`src/rtl/rx_byte_fifo_pkg.sv`:
```
// Shared types and default parameters for the receive byte FIFO.
package rx_byte_fifo_pkg;

  localparam int unsigned RX_FIFO_DEPTH      = 16;
  localparam int unsigned RX_FIFO_DATA_WIDTH = 8;
  localparam int unsigned RX_FIFO_GAP_TICKS  = 2;

  typedef enum logic [1:0] {
    IDLE    = 2'd0,
    PRESENT = 2'd1,
    GAP     = 2'd2
  } rx_fifo_state_t;

endpackage

```
`src/rtl/rx_byte_fifo_fifo.sv`:
```
// Generic synchronous circular-buffer FIFO with registered level/empty/full.
// A pop is ignored when empty; a push at full is accepted only alongside a pop.
module sync_fifo #(
  parameter int unsigned DEPTH      = 16,
  parameter int unsigned DATA_WIDTH = 8
) (
  input  logic                    clk_in,
  input  logic                    reset,
  input  logic                    push,
  input  logic [DATA_WIDTH-1:0]   push_data,
  input  logic                    pop,
  output logic [DATA_WIDTH-1:0]   rd_data_c,
  output logic [$clog2(DEPTH):0]  level,
  output logic                    empty,
  output logic                    full
);

  localparam int unsigned AW = $clog2(DEPTH);
  localparam int unsigned LW = AW + 1;

  logic [DATA_WIDTH-1:0] mem [DEPTH];
  logic [AW-1:0]         wr_ptr_q;
  logic [AW-1:0]         rd_ptr_q;
  logic                  do_push_c;
  logic                  do_pop_c;
  logic [LW-1:0]         level_d;

  // Accept decisions; a same-cycle pop frees the slot a full push needs.
  always_comb begin
    do_pop_c  = pop && !empty;
    do_push_c = push && (!full || do_pop_c);
  end

  // Next occupancy from the accepted push/pop pair.
  always_comb begin
    level_d = level;
    case ({do_push_c, do_pop_c})
      2'b10:   level_d = level + LW'(1);
      2'b01:   level_d = level - LW'(1);
      default: level_d = level;
    endcase
  end

  // Pointers and registered status flags.
  always_ff @(posedge clk_in) begin
    if (!reset) begin
      wr_ptr_q <= '0;
      rd_ptr_q <= '0;
      level    <= '0;
      empty    <= 1'b1;
      full     <= 1'b0;
    end else begin
      if (do_push_c) wr_ptr_q <= wr_ptr_q + AW'(1);
      if (do_pop_c)  rd_ptr_q <= rd_ptr_q + AW'(1);
      level <= level_d;
      empty <= (level_d == '0);
      full  <= (level_d == LW'(DEPTH));
    end
  end

  // Storage array; contents deliberately survive reset.
  always_ff @(posedge clk_in) begin
    if (do_push_c) mem[wr_ptr_q] <= push_data;
  end

  assign rd_data_c = mem[rd_ptr_q];

endmodule

```
`src/rtl/rx_byte_fifo.sv`:
```
// Elastic receive buffer: re-issues buffered bytes to the controller as
// single-cycle pulses paced by its ready/busy handshake, flags dropped bytes.
module rx_byte_fifo
  import rx_byte_fifo_pkg::*;
#(
  parameter int unsigned DEPTH      = RX_FIFO_DEPTH,
  parameter int unsigned DATA_WIDTH = RX_FIFO_DATA_WIDTH,
  parameter int unsigned GAP_TICKS  = RX_FIFO_GAP_TICKS
) (
  input  logic                    clk_in,
  input  logic                    reset,
  input  logic [DATA_WIDTH-1:0]   in_data,
  input  logic                    in_valid,
  input  logic                    ctrl_ready,
  input  logic                    ctrl_busy,
  input  logic                    clear_overflow,
  output logic [DATA_WIDTH-1:0]   out_data,
  output logic                    out_pulse,
  output logic [$clog2(DEPTH):0]  level,
  output logic                    empty,
  output logic                    full,
  output logic                    overflow
);

  localparam int unsigned GW = (GAP_TICKS > 1) ? $clog2(GAP_TICKS) : 1;

  rx_fifo_state_t        state_q;
  rx_fifo_state_t        state_d;
  logic [GW-1:0]         gap_cnt_q;
  logic [GW-1:0]         gap_cnt_d;
  logic                  pop_c;
  logic                  drop_c;
  logic [DATA_WIDTH-1:0] rd_data_c;

  sync_fifo #(
    .DEPTH      (DEPTH),
    .DATA_WIDTH (DATA_WIDTH)
  ) u_fifo (
    .clk_in    (clk_in),
    .reset     (reset),
    .push      (in_valid),
    .push_data (in_data),
    .pop       (pop_c),
    .rd_data_c (rd_data_c),
    .level     (level),
    .empty     (empty),
    .full      (full)
  );

  // Pacing FSM: pop in IDLE when the consumer can take a byte, then pulse and hold off.
  always_comb begin
    state_d   = state_q;
    gap_cnt_d = gap_cnt_q;
    pop_c     = 1'b0;
    case (state_q)
      IDLE: begin
        if (!empty && ctrl_ready && !ctrl_busy) begin
          pop_c   = 1'b1;
          state_d = PRESENT;
        end
      end
      PRESENT: begin
        state_d   = GAP;
        gap_cnt_d = GW'(GAP_TICKS - 1);
      end
      GAP: begin
        if (gap_cnt_q == '0) begin
          state_d = IDLE;
        end else begin
          gap_cnt_d = gap_cnt_q - GW'(1);
        end
      end
      default: state_d = IDLE;
    endcase
  end

  // A push is dropped only when full with no pop freeing a slot.
  always_comb begin
    drop_c = in_valid && full && !pop_c;
  end

  // FSM state, registered pulse/data outputs and sticky overflow.
  always_ff @(posedge clk_in) begin
    if (!reset) begin
      state_q   <= IDLE;
      gap_cnt_q <= '0;
      out_pulse <= 1'b0;
      out_data  <= '0;
      overflow  <= 1'b0;
    end else begin
      state_q   <= state_d;
      gap_cnt_q <= gap_cnt_d;
      out_pulse <= (state_d == PRESENT);
      if (pop_c) out_data <= rd_data_c;
      if (drop_c)              overflow <= 1'b1;
      else if (clear_overflow) overflow <= 1'b0;
    end
  end

endmodule
```
`config.mk`:
```
export PLATFORM = sky130hd
export DESIGN_NAME = rx_byte_fifo
export DESIGN_NICKNAME = d
export VERILOG_FILES = /design/src/rtl/rx_byte_fifo_pkg.sv /design/src/rtl/rx_byte_fifo_fifo.sv /design/src/rtl/rx_byte_fifo.sv
export SDC_FILE = /design/constraint.sdc
export NUM_CORES = 1
export LEC_CHECK = 0
export ABC_CLOCK_PERIOD_IN_PS = 5600
export CAP_MARGIN = 0
export CORE_UTILIZATION = 58
export DETAILED_ROUTE_END_ITERATION = 10
export PLACE_DENSITY = 0.73
export SYNTH_ARGS = -nofsm -noshare
export SYNTH_HDL_FRONTEND = slang
export SYNTH_SLANG_ARGS = --single-unit
```
`constraint.sdc`:
```
create_clock -name clk_in -period 5.6 [get_ports clk_in]
set_clock_uncertainty 0.2 [all_clocks]
set_input_delay 0.56 -clock clk_in [delete_from_list [all_inputs] [get_ports clk_in]]
set_output_delay 0.56 -clock clk_in [all_outputs]
set_load 0.005 [all_outputs]
```
Word level (Yosys, flattened, before mapping)
Memories as Yosys holds them, arrays and structs flattened. A register that Yosys moved wholly into a read port is not among the register bits.
Cells that the tools add are included.
Widths: inputs -> output; s select.
{"block": "op_classes", "n_addsub": 5, "n_eq_ne": 6, "muxes": 12, "reduce_logical": 16}
{"op": "$pmux 5 s2", "count": 1}
{"op": "$add 4x1->4 const B", "count": 2}
{"op": "$mux 1", "count": 7}
{"op": "$eq 2x1->1 const B", "count": 3}
{"op": "$logic_and 1x1->1", "count": 6}
{"op": "$pmux 2 s3", "count": 1}
{"op": "$add 5x1->5 const B", "count": 1}
{"op": "$eq 5x5->1 const B", "count": 1}
{"op": "$logic_not 1->1", "count": 5}
{"op": "$logic_not 5->1", "count": 1}
{"op": "$sub 5x1->5 const B", "count": 1}
{"op": "$eq 2x2->1 const B", "count": 2}
{"op": "$mux 2", "count": 2}
{"op": "$reduce_bool 2->1", "count": 2}
{"op": "$logic_not 2->1", "count": 1}
{"op": "$pmux 1 s2", "count": 1}
{"op": "$logic_or 1x1->1", "count": 1}
{"op": "$sub 1x1->1 const B", "count": 1}
{"block": "word_totals", "regBits": 20, "mem_bits_rw": 128, "inputBits": 14, "output_inout_bits": 17, "elab_cells": 49, "n_memories": 1}
{"memory": "u_fifo.mem", "depth": 16, "width": 8, "read_ports": 1, "rd_ports_with_merged_regs": 1, "wr": 1, "line": "rx_byte_fifo_fifo.sv:21", "rtl": "logic [DATA_WIDTH-1:0] mem [DEPTH];"}

Depth between registers and ports, before layout
Gate-level depths: netlist (run 1).
{"block": "depth", "depth_word": 11, "depth_mapped": 16, "mapped_depth_nobuf": 13}

Modules after synthesis
A second synthesis (run 1) with hierarchy kept.
{"block": "hier_totals", "cells_unflattened": 364, "area_unflattened_um2": 6505.0}
{"module": "sync_fifo", "n_inst": 1, "cells_each": 303, "area_per_inst_um2": 5936.9, "seq_area_each_um2": 4224.1}
{"module": "rx_byte_fifo", "n_inst": 1, "cells_each": 61, "area_per_inst_um2": 568.0, "seq_area_each_um2": 260.2}

Worst setup path after synthesis (run 1)
No wires, ideal clock.
{"block": "synth_path", "path_kind": "input to register", "start": "input ctrl_busy", "end": "register u_fifo.empty", "setup_time_ns": 0.070, "arrival_time_ns": 2.843, "path_slack_ns": 2.487, "cell_stages": 14, "n_path_buf": 3, "path_cell_list": "and4bb_2 buf_2 o21a_1 buf_2 inv_1 ha_1 buf_2 xor2_1 ha_1 a21oi_1 mux2i_1 xor2_1 o211ai_1 a21oi_1"}
{"block": "synth_between", "elab_chain_len": 10}
{"element": "start: declaration", "line": "rx_byte_fifo.sv:15", "rtl": "input logic ctrl_busy,"}
{"element": "$logic_not 1->1 (*)", "line": "rx_byte_fifo.sv:57", "rtl": "if (!empty && ctrl_ready && !ctrl_busy) begin"}
{"element": "$logic_and 1x1->1 (*)", "line": "rx_byte_fifo.sv:57"}
{"element": "$mux 1 (*)", "line": "rx_byte_fifo.sv:57"}
{"element": "$mux 1 (*)", "line": "rx_byte_fifo.sv:55", "rtl": "case (state_q)"}
{"element": "$logic_and 1x1->1 (*)", "line": "rx_byte_fifo_fifo.sv:30", "rtl": "do_pop_c = pop && !empty;"}
{"element": "$logic_or 1x1->1", "line": "rx_byte_fifo_fifo.sv:31", "rtl": "do_push_c = push && (!full || do_pop_c);"}
{"element": "$logic_and 1x1->1", "line": "rx_byte_fifo_fifo.sv:31"}
{"element": "$eq 2x1->1 or $eq 2x2->1 (tied branches)", "line": "rx_byte_fifo_fifo.sv:37", "rtl": "case ({do_push_c, do_pop_c})"}
{"element": "$pmux 5 s2 (*)", "line": "rx_byte_fifo_fifo.sv:37"}
{"element": "$logic_not 5->1 (*)", "line": "rx_byte_fifo_fifo.sv:56", "rtl": "empty <= (level_d == '0);"}
{"element": "end signal: assignment", "line": "rx_byte_fifo_fifo.sv:56"}
{"element": "end: declaration", "line": "rx_byte_fifo_fifo.sv:14", "rtl": "output logic empty,"}
Every way passes the cells marked *; elsewhere a longest branch is shown, timed or not.
A chain may end at the register's enable or synchronous reset.

Worst setup path in the final report (run 1)
{"block": "layout_path", "start": "register state_q[0]", "end": "register u_fifo.empty"}
{"block": "layout_between", "elab_chain_len": 8}
{"element": "start: declaration", "line": "rx_byte_fifo.sv:27", "rtl": "rx_fifo_state_t state_q;"}
{"element": "start signal: assignment", "line": "rx_byte_fifo.sv:91", "rtl": "state_q <= state_d;"}
{"element": "$logic_not 2->1 (*)", "line": "rx_byte_fifo.sv:55"}
{"element": "$mux 1 (*)", "line": "rx_byte_fifo.sv:55"}
{"element": "$logic_and 1x1->1 (*)", "line": "rx_byte_fifo_fifo.sv:30"}
{"element": "$logic_or 1x1->1", "line": "rx_byte_fifo_fifo.sv:31"}
{"element": "$logic_and 1x1->1", "line": "rx_byte_fifo_fifo.sv:31"}
{"element": "$eq 2x1->1 or $eq 2x2->1 (tied branches)", "line": "rx_byte_fifo_fifo.sv:37"}
{"element": "$pmux 5 s2 (*)", "line": "rx_byte_fifo_fifo.sv:37"}
{"element": "$logic_not 5->1 (*)", "line": "rx_byte_fifo_fifo.sv:56"}
Marks and branches as above.

==> results of run 1 <==
[Yosys cell counts, types with 2 or more instances]
master / number / area share
nand2_1: 21 / 0.012
o21ai_1: 8 / 0.0063
a22oi_1: 16 / 0.019
nor2b_1: 8 / 0.0078
edfxtp_1: 128 / 0.60
and2_1: 11 / 0.011
a21o_1: 9 / 0.011
dfxtp_1: 28 / 0.088
nor3_1: 5 / 0.0039
buf_2: 8 / 0.0063
o21ai_0: 2 / 0.0016
clkbuf_1: 7 / 0.0041
mux2i_1: 5 / 0.0078
buf_1: 3 / 0.0018
o211ai_1: 2 / 0.0023
nand4_1: 2 / 0.0020
mux4_1: 18 / 0.074
mux4_2: 14 / 0.049
a21oi_1: 4 / 0.0031
ha_1: 13 / 0.025
xor2_1: 4 / 0.0055
nor2_1: 19 / 0.011
buf_6: 2 / 0.0035
inv_1: 7 / 0.0041
nand2b_1: 3 / 0.0029
xnor2_1: 6 / 0.0082
nor3b_1: 2 / 0.0023
[path summary, 6_finish.rpt]
kind | end
setup / recovery | u_fifo.empty
hold / removal | out_data[1]
hold reg to reg | out_data[1]
setup reg to reg | u_fifo.empty
[sequential cells by signal, summed over array words and instances, names as in the netlist]
name	count
u_fifo.mem	128
out_data	8
u_fifo.level	5
u_fifo.rd_ptr_q	4
u_fifo.wr_ptr_q	4
state_q	2
gap_cnt_q	1
out_pulse	1
overflow	1
u_fifo.empty	1
u_fifo.full	1
[metal layers]
metal  up-vias  GRT usage  wire length (um)
li1       1533          -                 -
met1      1691      0.300              4990
met2       113      0.363              5840
met3        12     0.0456               713
met4         0     0.0861               106
met5         -          0                 0
[per-stage QoR]
stage	total power (uW)	instance area [um2]
floorplan	1440	6400
global placement	1500	6800
detailed placement	1510	6800
CTS	2630	7390
global route	2710	7390
finish	2620	7390
[critical path, cell delays in order (launching register included)]
cell      delay, ns
dfxtp_1        0.34
inv_1          0.11
ha_1           0.21
and4bb_2       0.52
o21a_1         0.37
inv_1          0.12
ha_1           0.31
xor2_1         0.20
ha_1           0.23
a21oi_1        0.16
mux2i_1        0.23
xor2_1         0.24
o211ai_1       0.13
a21oi_1        0.15
[kinds of logic (layout without fill, tap and decap cells)]
group | Yosys count | count (layout) | share of synthesized area
AOI/OAI and AO/OA | 50 | 50 | 0.0553
xor gates and xnor gates | 10 | 10 | 0.0137
adders and majority gates | 13 | 13 | 0.0254
buffers and inverters | 29 | 76 | 0.0240
DFF | 156 | 156 | 0.688
muxes | 37 | 37 | 0.131
and+or+nand+nor | 78 | 78 | 0.0625
[power by group through the flow]
stage,Combinational (uW),Sequential [uW],Clock (uW)
after floorplan,122,1320,0
after global placement,180,1320,0
after detailed placement,186,1330,0
after CTS,187,1300,1140
after global routing,203,1300,1200
final,186,1300,1130
[cell type report]
type	instances	share of cell area
Timing Repair Buffer	37	0.0477
Clock inverter	15	0.0244
Inverter	7	0.00355
Clock buffer	17	0.0560
Multi-Input combinational cell	188	0.249
Tap cell	136	0.0230
Sequential cell	156	0.596
==> impl_metrics.json, run 1 <==
{
  "overflow": 0,
  "ff_latch_area_um2": 4410,
  "yosysSeqAreaShare": 0.688,
  "diodes": 0,
  "ios": 31,
  "relSlewSlack": 0.365,
  "crit_type": "reg -> reg",
  "finalCritPeriodShare": 0.640,
  "synth_area_per_cell_um2": 17.2,
  "leakage_uw": 0.00248,
  "cp-startpoint": "state_q[0]",
  "gp_congestion": 0.782,
  "wl_per_cell_um": 21.0,
  "multiInputGateArea_um2": 1840,
  "hold_start": "out_data[1]",
  "final_common_cell": "edfxtp_1",
  "cts_root_buffer": "clkbuf_8",
  "grt_start_max_net_pins": 36,
  "rrSetupSlack_ns": 2.02,
  "die_area_um2": 11500,
  "cts_buffers": 17,
  "postCtsResizedCells": 0,
  "insertion_delay_ns": 0.52,
  "dp_worst_setup_slack_ns": 1.65,
  "rsz0062_at_grt": "false",
  "synth_edf_count": 128,
  "die_w_um": 107,
  "syn_area_um2": 6400,
  "fin_ws_ns": 2.02,
  "cp_max_fo": 17,
  "syn-instance-count": 373,
  "core-area_um2": 10500,
  "max_freq_mhz": 279,
  "fin_util": 0.703,
  "portBuffers": 30,
  "drv_cap": 0,
  "path_clk_slew_ns": 0.07,
  "via_per_inst": 6.02,
  "outcome": "completed",
  "vias": 3349,
  "p_int_uw": 2020,
  "postCtsHoldBufs": 0,
  "whs_path_depth": 2,
  "syn-num-nets": 400,
  "setup-violations-final": 0,
  "min_path_type": "reg -> reg",
  "final_max_slew_viol_count": 0,
  "clock_sinks": 156,
  "combPwrFrac": 0.071,
  "hold_violations": 0,
  "max-vdd-ir-drop_uv": 238,
  "syn2layout_area_growth_pct": 15.5,
  "final_antenna_net_count": 0,
  "yosysWarnings": 0,
  "r2r_cells": 13,
  "clock_path_buffers": 2,
  "critical_path.startpoint_type": "flip-flop",
  "place_inst": 524,
  "die_y_um": 107,
  "fin_nets": 434,
  "post_cts_buffers": 0,
  "power_density_nw_per_um2": 354,
  "cts_max_level": 4,
  "max_slew.worst_pin.slew_ns": 0.948,
  "place_hpwl_mm": 7.17,
  "synthDistinctLibCells": 45,
  "r2r-start": "state_q[0]",
  "final_cell_mix": "edfxtp_1, clkdlybuf4s50_1, dfxtp_1",
  "track_usage": 0.223,
  "drc": 0,
  "initial_utilization": 0.609,
  "p_clk_frac": 0.432,
  "synthArstFlopShare": 0,
  "grt_pass1_vias": 3342,
  "hold_ws_ns": 0.247,
  "num-fill-cells": 663,
  "yosys_most_used_dff": "edfxtp_1",
  "cp_data_required_time_ns": 5.85,
  "ys_seq_elements": 156,
  "grt_pass1_wl_mm": 18.3,
  "switching_share": 0.227,
  "rows": 37,
  "final_cells": 556,
  "p_switching_uw": 594,
  "arrival_ns": 3.83,
  "antenna_found_initial": 0,
  "setup_tns_ns": 0,
  "drt_iter0_markers": 248,
  "timing.final.crit_period_ns": 3.58,
  "cp-end-kind": "flip-flop",
  "firstDrtPassIters": 4,
  "pwr-share-seq": 0.497,
  "drive_gt1_frac": 0.138,
  "routed_wl_mm": 11.7,
  "cts_tree": "yes"
}
No activity file was read; power rests on OpenSTA's default activity.
==> run 2: changes to the inputs <==
ABC_CLOCK_PERIOD_IN_PS = 3700   (was 5600)
clock period = 3.7 ns   (was 5.6 ns; I/O delays follow)
==> run 2 against run 1 <==
  * Sequential cell count unchanged
  * Worst hold slack improved by 0.0082 ns
  * Highest routed layer unchanged
  * Critical path type unchanged
  * Register-to-register slack got worse by 1.5 ns
  * Final cell count increased by 2.5%
  * Sequential power increased by 52%
  * Global-route usage increased by 1.3 points
==> impl_metrics.json, run 2 (synthesized netlist as in run 1, its figures left out) <==
{
  "fin_nets": 448,
  "routed_wl_mm": 12.4,
  "portBuffers": 30,
  "outcome": "completed",
  "arrival_ns": 3.44,
  "max-vdd-ir-drop_uv": 489,
  "regMostFlops": "u_fifo.mem",
  "overflow": 0,
  "path_clk_slew_ns": 0.07,
  "postCtsResizedCells": 0,
  "cp_max_fo": 16,
  "setup-violations-final": 0,
  "power_density_nw_per_um2": 552,
  "fin_util": 0.721,
  "pwr-share-seq": 0.471,
  "rows": 37,
  "vias": 3393,
  "via_per_inst": 5.95,
  "cp-startpoint": "state_q[0]",
  "largest_reg_flops": 128,
  "reg_top3": "u_fifo.mem (128), out_data (8), u_fifo.level (5)",
  "post_cts_buffers": 0,
  "postCtsHoldBufs": 0,
  "whs_path_depth": 2,
  "syn2layout_area_growth_pct": 18.4,
  "hold_violations": 0,
  "clock_sinks": 156,
  "gp_congestion": 0.841,
  "place_hpwl_mm": 7.69,
  "die_w_um": 107,
  "final_max_slew_viol_count": 0,
  "final_cell_mix": "edfxtp_1, clkdlybuf4s50_1, dfxtp_1",
  "grt_pass1_vias": 3346,
  "cts_tree": "yes",
  "grt_pass1_wl_mm": 19.0,
  "rsz0062_at_grt": "false",
  "insertion_delay_ns": 0.51,
  "antenna_found_initial": 0,
  "cp-end-kind": "flip-flop",
  "final_common_cell": "edfxtp_1",
  "drc": 0,
  "p_clk_frac": 0.460,
  "combPwrFrac": 0.069,
  "finalCritPeriodShare": 0.862,
  "core-area_um2": 10500,
  "cts_buffers": 17,
  "switching_share": 0.216,
  "r2r-start": "state_q[0]",
  "drt_iter0_markers": 209,
  "clock_path_buffers": 2,
  "relSlewSlack": 0.521,
  "cts_root_buffer": "clkbuf_8",
  "drive_gt1_frac": 0.166,
  "initial_utilization": 0.609,
  "critical_path.startpoint_type": "flip-flop",
  "timing.final.crit_period_ns": 3.19,
  "hold_start": "out_data[7]",
  "crit_type": "reg -> reg",
  "leakage_uw": 0.00260,
  "grt_start_max_net_pins": 36,
  "min_path_type": "reg -> reg",
  "die_area_um2": 11500,
  "wl_per_cell_um": 21.7,
  "drv_cap": 0,
  "max_slew.worst_pin.slew_ns": 0.716,
  "setup_tns_ns": 0,
  "diodes": 0,
  "die_y_um": 107,
  "ios": 31,
  "track_usage": 0.236,
  "cts_max_level": 4,
  "firstDrtPassIters": 4,
  "max_freq_mhz": 313,
  "p_int_uw": 3280,
  "cp_data_required_time_ns": 3.95,
  "final_antenna_net_count": 0,
  "r2r_cells": 12,
  "p_switching_uw": 904,
  "num-fill-cells": 651
}
[run 2: cell types whose count changed in the layout (fill, tap and decap cells not counted), sizes merged]
cell	change
clkinvlp	-2
buf	+14
inv	+2
bufinv	+3
clkinv	-3
[run 2: critical path, stage by stage (launching register included)]
cell      delay [ns]
dfxtp_1         0.39
inv_1           0.09
ha_1            0.23
and4bb_2        0.25
buf_4           0.20
ha_1            0.34
xor2_1          0.21
ha_1            0.23
a21oi_1         0.16
mux2i_1         0.23
xor2_1          0.28
o211ai_1        0.15
a21oi_1         0.17
[run 2: worst paths after layout]
path                  end  slack [ns]
max reg2reg  u_fifo.empty        0.51
max          u_fifo.empty        0.51
min reg2reg   out_data[7]        0.25
min           out_data[7]        0.25
[run 2: power groups by stage]
stage	logic [uW]	registers, uW	clock network (uW)
after global placement	279	2000	0
after detailed placement	288	2010	0
after global routing	313	1970	2010
after CTS	292	1970	1950
after floorplan	184	2000	0
final	288	1970	1920
[run 2: stage by stage]
stage	power (uW)	hold WS [ns]	setup slack [ns]	area, um2	std cells
floorplan	2180	0.245	0.619	6400	373
global placement	2280	0.237	0.530	6920	538
detailed placement	2300	0.253	0.357	6920	538
CTS	4210	0.262	0.526	7580	570
global route	4300	0.287	0.337	7580	570
finish	4180	0.255	0.510	7580	570
[run 2: metal layers]
metal	vias to the layer above	share of wire	GRT usage
li1	1572	-	-
met4	0	0.0053	0.0685
met1	1702	0.42	0.312
met2	113	0.53	0.401
met5	-	0	0
met3	6	0.051	0.0468
[run 2: layout make-up]
cell class | instances | area (um2) | area share
Sequential cell | 156 | 4410 | 0.581
Timing Repair Buffer | 51 | 470 | 0.0621
Multi-Input combinational cell | 188 | 1840 | 0.243
Clock buffer | 17 | 414 | 0.0546
Clock inverter | 15 | 249 | 0.0329
Inverter | 7 | 26.3 | 0.00347
Tap cell | 136 | 170 | 0.0225
